**config.mk**
```make
export PLATFORM = sky130hd
export DESIGN_NAME = hazard_ctrl
export DESIGN_NICKNAME = d
export VERILOG_FILES = /design/src/rtl/hazard_ctrl.sv
export SDC_FILE = /design/constraint.sdc
export NUM_CORES = 1
export LEC_CHECK = 0
export ABC_AREA = 1
export CAP_MARGIN = 20
export CORE_AREA = 4 4 41 43
export DETAILED_ROUTE_END_ITERATION = 10
export DIE_AREA = 0 0 45 47
export GPL_TIMING_DRIVEN = 1
export PLACE_DENSITY = 0.6
export SLEW_MARGIN = 25
export SYNTH_ARGS = -nofsm -noshare
export SYNTH_HDL_FRONTEND = slang
export SYNTH_SLANG_ARGS = --single-unit
```
**constraint.sdc**
```tcl
create_clock -name clk -period 1.3 [get_ports clk]
set_clock_uncertainty 0.15 [all_clocks]
set_input_delay 0.26 -clock clk [delete_from_list [all_inputs] [get_ports clk]]
set_output_delay 0.26 -clock clk [all_outputs]
set_load 0.1 [all_outputs]
```
**src/rtl/hazard_ctrl.sv**
```systemverilog
// hazard_ctrl: pipeline sequencer for the 5-stage MIPS core (PC, IF_ID, ID_EX, EX_MEM controls).
// Latency: outputs are Mealy (combinational from state and inputs) and act in the detecting cycle.
// Backpressure: mem_busy freezes the whole pipe; load-use inserts bubbles; taken branch flushes.
// Optional build macro HAZARD_CTRL_STATS_EN adds saturating stall_count / flush_count outputs.
module hazard_ctrl #(
  parameter int LOAD_STALL_CYCLES = 1,   // bubbles per load-use hazard, 1..7
  parameter int REG_W             = 5
) (
  input  logic             clk,
  input  logic             rst,
  input  logic [REG_W-1:0] id_rs,
  input  logic [REG_W-1:0] id_rt,
  input  logic             id_uses_rt,
  input  logic             ex_mem_read,
  input  logic [REG_W-1:0] ex_rt,
  input  logic             mem_branch_taken,
  input  logic             mem_busy,
`ifdef HAZARD_CTRL_STATS_EN
  output logic [15:0]      stall_count,
  output logic [15:0]      flush_count,
`endif
  output logic             pc_write,
  output logic             if_id_write,
  output logic             if_id_flush,
  output logic             id_ex_bubble,
  output logic             ex_mem_bubble,
  output logic             pipe_hold
);

  typedef enum logic [1:0] {
    RUN        = 2'd0,
    LOAD_STALL = 2'd1,
    FLUSH      = 2'd2
  } state_e;

  state_e     state_q, state_d;
  logic [2:0] cnt_q, cnt_d;
  logic       hazard;

  // Last stall cycle index; cnt counts stall cycles already issued.
  localparam logic [2:0] CNT_LAST = 3'(LOAD_STALL_CYCLES - 1);

  // Register zero is hard-wired, so a load targeting it never creates a dependency.
  assign hazard = ex_mem_read && (ex_rt != '0) &&
                  ((ex_rt == id_rs) || (id_uses_rt && (ex_rt == id_rt)));

  // Next-state and Mealy outputs, priority rst > mem_busy > branch > hazard.
  always_comb begin
    state_d       = state_q;
    cnt_d         = cnt_q;
    pc_write      = 1'b1;
    if_id_write   = 1'b1;
    if_id_flush   = 1'b0;
    id_ex_bubble  = 1'b0;
    ex_mem_bubble = 1'b0;
    pipe_hold     = 1'b0;

    if (rst) begin
      pc_write      = 1'b0;
      if_id_write   = 1'b0;
      if_id_flush   = 1'b1;
      id_ex_bubble  = 1'b1;
      ex_mem_bubble = 1'b1;
      state_d       = RUN;
      cnt_d         = 3'd0;
    end else if (mem_busy) begin
      // Freeze everything; branch and hazard are re-evaluated after release.
      pc_write    = 1'b0;
      if_id_write = 1'b0;
      pipe_hold   = 1'b1;
    end else if (mem_branch_taken) begin
      // Load the branch target and squash the three younger instructions.
      if_id_flush   = 1'b1;
      id_ex_bubble  = 1'b1;
      ex_mem_bubble = 1'b1;
      state_d       = FLUSH;
      cnt_d         = 3'd0;
    end else begin
      unique case (state_q)
        RUN: begin
          if (hazard) begin
            pc_write     = 1'b0;
            if_id_write  = 1'b0;
            id_ex_bubble = 1'b1;
            if (LOAD_STALL_CYCLES > 1) begin
              state_d = LOAD_STALL;
              cnt_d   = 3'd1;
            end
          end
        end
        LOAD_STALL: begin
          pc_write     = 1'b0;
          if_id_write  = 1'b0;
          id_ex_bubble = 1'b1;
          if (cnt_q == CNT_LAST) begin
            state_d = RUN;
            cnt_d   = 3'd0;
          end else begin
            cnt_d = cnt_q + 3'd1;
          end
        end
        FLUSH: begin
          // ID holds the flushed NOP, so any hazard match is spurious.
          state_d = RUN;
        end
        default: begin
          state_d = RUN;
          cnt_d   = 3'd0;
        end
      endcase
    end
  end

  // State and stall counter registers.
  always_ff @(posedge clk) begin
    if (rst) begin
      state_q <= RUN;
      cnt_q   <= 3'd0;
    end else begin
      state_q <= state_d;
      cnt_q   <= cnt_d;
    end
  end

`ifdef HAZARD_CTRL_STATS_EN
  logic [15:0] stall_cnt_q;
  logic [15:0] flush_cnt_q;

  // Saturating event counters: cycles without PC advance, and accepted branch flushes.
  always_ff @(posedge clk) begin
    if (rst) begin
      stall_cnt_q <= 16'd0;
      flush_cnt_q <= 16'd0;
    end else begin
      if (!pc_write && (stall_cnt_q != 16'hFFFF)) begin
        stall_cnt_q <= stall_cnt_q + 16'd1;
      end
      if (!mem_busy && mem_branch_taken && (flush_cnt_q != 16'hFFFF)) begin
        flush_cnt_q <= flush_cnt_q + 16'd1;
      end
    end
  end

  assign stall_count = stall_cnt_q;
  assign flush_count = flush_cnt_q;
`endif

endmodule
```
## Word level (Yosys, flattened, before mapping)

Index checks and enable logic that the tools add are counted.

- Bits in registers: 5
- Input port bits: 21
- Logic and storage cells: 42

- $add $sub $neg: 1
- Equal/unequal tests: 7
- Mux-type cells: 21
- Bitwise logic cells: 1
- Reductions and logical operators: 10

Operator list:

| kind | number |
|---|---|
| 2-to-1 mux 1 bit | 13 |
| == test 5 bit | 2 |
| 2-to-1 mux 3 bit | 2 |
| case mux 3 bit (2 select lines) | 1 |
| nonzero test 5 bit | 1 |
| 2-to-1 mux 2 bit | 2 |
| case mux 1 bit (2 select lines) | 2 |
| case mux 2 bit (2 select lines) | 1 |
| adder 3 x 1 -> 3 bit (second input constant) | 1 |
| logical AND 1 bit | 3 |
| zero test 3 bit | 1 |
| != test 3 bit (second input constant) | 1 |
| AND reduction 3 bit | 1 |
| == test 2 x 1 -> 1 bit (second input constant) | 1 |
| == test 2 bit (second input constant) | 1 |
| zero test 2 bit | 1 |
| != test 2 x 1 -> 1 bit (second input constant) | 1 |
| != test 2 bit (second input constant) | 1 |
| AND reduction 2 bit | 1 |
| OR reduction 2 bit | 1 |
| logical OR 1 bit | 1 |
| inverter 1 bit | 1 |

## Logic depth before layout (Yosys ltp)

- Word-level depth: 9
- Mapped depth: 10
- Gate-level depth less buffers: 9

## Worst setup path before layout

No wires, ideal clock.

- Kind: in2out
- From: input port mem_busy
- To: output port id_ex_bubble
- Arrival time: 1.831 ns
- Slack: -0.941 ns
- Stages on the path: 5
- Buffers on the path: 0
- Cells stage by stage: inv_1 -> nand2_1 -> nand2_1 -> inv_1 -> nand2_1

- Cells in the longest elaborated chain, start to end: 2

RTL lines:

| element | line | source |
|---|---|---|
| from (decl) | 17 | `input logic mem_busy,` |
| 2-to-1 mux 1 bit | 66 | `end else if (mem_busy) begin` |
| 2-to-1 mux 1 bit | 58 | `if (rst) begin` |
| to (decl) | 25 | `output logic id_ex_bubble,` |

No other way between the ends.

## Final worst setup path

- From: input port ex_rt[3]
- To: output port if_id_write

- Cells in the longest elaborated chain, start to end: 9
- Elaborated cells between the ends (all ways): 12

RTL lines:

| element | line | source |
|---|---|---|
| from (decl) | 15 | `input logic [REG_W-1:0] ex_rt,` |
| == test 5 bit | 45 | `((ex_rt == id_rs) \|\| (id_uses_rt && (ex_rt == id_rt)));` |
| logical AND 1 bit | 45 |  |
| logical OR 1 bit | 45 |  |
| logical AND 1 bit * | 44 | `assign hazard = ex_mem_read && (ex_rt != '0) &&` |
| 2-to-1 mux 1 bit * | 81 | `if (hazard) begin` |
| case mux 1 bit (2 select lines) * | 79 | `unique case (state_q)` |
| 2-to-1 mux 1 bit * | 71 | `end else if (mem_branch_taken) begin` |
| 2-to-1 mux 1 bit * | 66 |  |
| 2-to-1 mux 1 bit * | 58 |  |
| to (decl) | 23 | `output logic if_id_write,` |

Every way passes the cells marked *; elsewhere a longest branch is shown, timed or not.

==> impl_metrics.json <==
{
  "synthTopCellsByArea": "nand2_1 39%, inv_1 22%, nor2_1 11%, dfxtp_1 6.4%, nand3_1 6.4%",
  "finalNonFillerCells": 118,
  "cp-start-kind": "input port",
  "antenna_left": 0,
  "gr-total-overflow": 0,
  "grt_max_degree": 6,
  "largest_register_ffs": 1,
  "gp_congestion": 0.681,
  "synthArstFlopShare_pct": 0,
  "wl_per_cell_um": 8.29,
  "drtIter0Drc": 2,
  "drt-total-wl_um": 978,
  "antennaDiodeCount": 0,
  "path_cells": "buf_8, inv_4, nand2_1, nand2_1, nor2_1, nand3_1, nand2_1, nand3_1, nand2_2, clkinvlp_4, buf_12",
  "setup_tns_ns": -0.945,
  "synth_seq_cells": 1,
  "yosys.area.top_type": "nand2_1",
  "final_layout_size_suffix_gt1_share_pct": 49.5,
  "placed_cells": 115,
  "hpwl_um": 883,
  "power_density_nw_per_um2": 467,
  "start_util_pct": 23.9,
  "die_w_um": 45,
  "synth_cell_type_count": 11,
  "cpMostUsedCell": "nand2_1",
  "nets": 126,
  "holdBufCountCts": 0,
  "critPathArrivalTime_ns": 1.22,
  "synthCells": 72,
  "grt_pass1_vias": 416,
  "path_clk_slew_ns": 0,
  "regMostFlops": "state_q",
  "setup_viol": 3,
  "firstDrtPassIters": 3,
  "path_delay_family": "simple AND/OR/NAND/NOR gates",
  "outcome": "finished with violations",
  "tightest_slew_ns": 0.136,
  "die-area_um2": 2120,
  "hold_path_class": "register to register",
  "finalMaxSlewViolations": 0,
  "power_leakage_nw": 0.439,
  "path_max_fanout": 3,
  "synth_ff_type": "dfxtp_1",
  "synth_edf_count": 0,
  "critical_path_required_ns": 0.89,
  "grt_pass1_wl_um": 1630,
  "vias": 484,
  "syn-num-nets": 93,
  "port_buffers": 26,
  "area_growth_pct": 142,
  "rsz0062_at_grt": "true",
  "rows": 13,
  "clkLatencyLatePin_ns": 0,
  "synth_commonest_cells": "32 x nand2_1, 18 x inv_1, 9 x nor2_1, 4 x nand3_1",
  "crit_type": "input port to output port",
  "yosysWarnings": 0,
  "timing.fmax_mhz": 615,
  "end_kind": "output port",
  "peakVddDrop_mv": 0.267,
  "vias_per_cell": 4.10,
  "ios": 27,
  "grt.total_usage_pct": 9.61,
  "antenna_found_initial": 0,
  "avgSynthCellArea_um2": 4.33,
  "coreArea_um2": 1300,
  "critPathBufInv": 4,
  "fin_ws_ns": -0.326,
  "post-route-min-period_ns": 1.63,
  "finalHoldViolCount": 0,
  "maxCapViolCount": 0,
  "period_share_pct": 125,
  "die_h_um": 47,
  "drc": 0,
  "synth-seq-area-share_pct": 6.43,
  "max-slew-margin-rel_pct": 90.9,
  "critPathMaxStageDelay_ns": 0.18,
  "crit_slowest_cell": "buf_12",
  "violations": "setup timing",
  "synth_most_common_cell": "nand2_1",
  "post-synth-top-area-fraction_pct": 38.6,
  "syn_area_um2": 312,
  "largestRegisters": "state_q x1"
}
-- report_power, final --
group / total [W] / internal, W / switching, W / leakage, nW
registers: 0.0000339 / 0.0000332 / 0.000000708 / 0.00825
clock network: 0 / 0 / 0 / 0
logic: 0.000319 / 0.000146 / 0.000173 / 0.430
total: 0.000352 / 0.000179 / 0.000174 / 0.439
-- through the flow --
stage	instance area, um2	hold slack, ns	utilization, %	power, W	setup WS (ns)
floorplan	392	0.224	-	0.000206	-0.664
global placement	733	0.295	56.3	0.000341	-0.916
detailed placement	733	0.310	56.3	0.000344	-0.932
CTS	731	0.311	56.2	0.000347	-0.338
global route	754	0.335	58.0	0.000374	-0.416
finish	754	0.299	58.0	0.000352	-0.326
-- layer usage --
metal  global-route usage, %  part of all wire (%)
met3                       0                   7.8
met2                    16.7                    49
met1                    14.2                    43
met4                       0                     0
met5                       0                     0
-- worst min-delay path: cells and delay by family (launching register included) --
family / cells / cell delay (ns)
AND/OR/NAND/NOR: 1 / 0.05
flip-flops: 1 / 0.30
AO/OA/AOI/OAI: 1 / 0.06
-- logic make-up after synthesis --
group           after synthesis  synth area share [%]
simple gates                 47                  60.2
buf+inv                      22                  28.9
compound gates                1                  1.60
xor+xnor                      1                  2.81
flops                         1                  6.43
-- worst paths after layout --
path                                start                       to  slack, ns  cells after the start
setup / recovery                 ex_rt[3]              if_id_write      -0.33                     11
hold / removal    state_q[1]$_SDFFE_PP0P_  state_q[1]$_SDFFE_PP0P_       0.30                      2
setup reg to reg  state_q[1]$_SDFFE_PP0P_  state_q[1]$_SDFFE_PP0P_       0.62                      2
hold reg to reg   state_q[1]$_SDFFE_PP0P_  state_q[1]$_SDFFE_PP0P_       0.30                      2
-- layout by cell type, fill, tap and decap left out --
master	count
clkbuf_2	1
nand2_1	24
xnor2_1	1
nand3_1	4
buf_12	7
nor2_1	8
clkinvlp_4	1
inv_1	10
nor2_4	1
dlygate4sd2_1	1
inv_8	2
inv_4	1
inv_2	6
buf_8	1
buf_16	1
nand4_1	1
nand2_8	1
nand3b_1	1
buf_6	8
dfxtp_1	1
nand2_2	6
buf_4	6
o21ai_0	1
nand2_4	1
buf_2	8
-- final cells by class --
class | count | area (um2)
Tap cell | 15 | 18.8
Multi-Input combinational cell | 49 | 248
Fill cell | 139 | 547
Inverter | 20 | 96.3
Sequential cell | 1 | 20.0
Timing Repair Buffer | 33 | 372
-- repair_timing --
| item | CTS | global route |
|---|---|---|
| setup endpoints to repair | 7 | 3 |
| resized for setup | 95 | 6 |
| gates cloned | 0 | 0 |
| pin swaps | 24 | 14 |
| setup buffers | 2 | 1 |
Note: power is estimated with default switching activity, not from simulation.
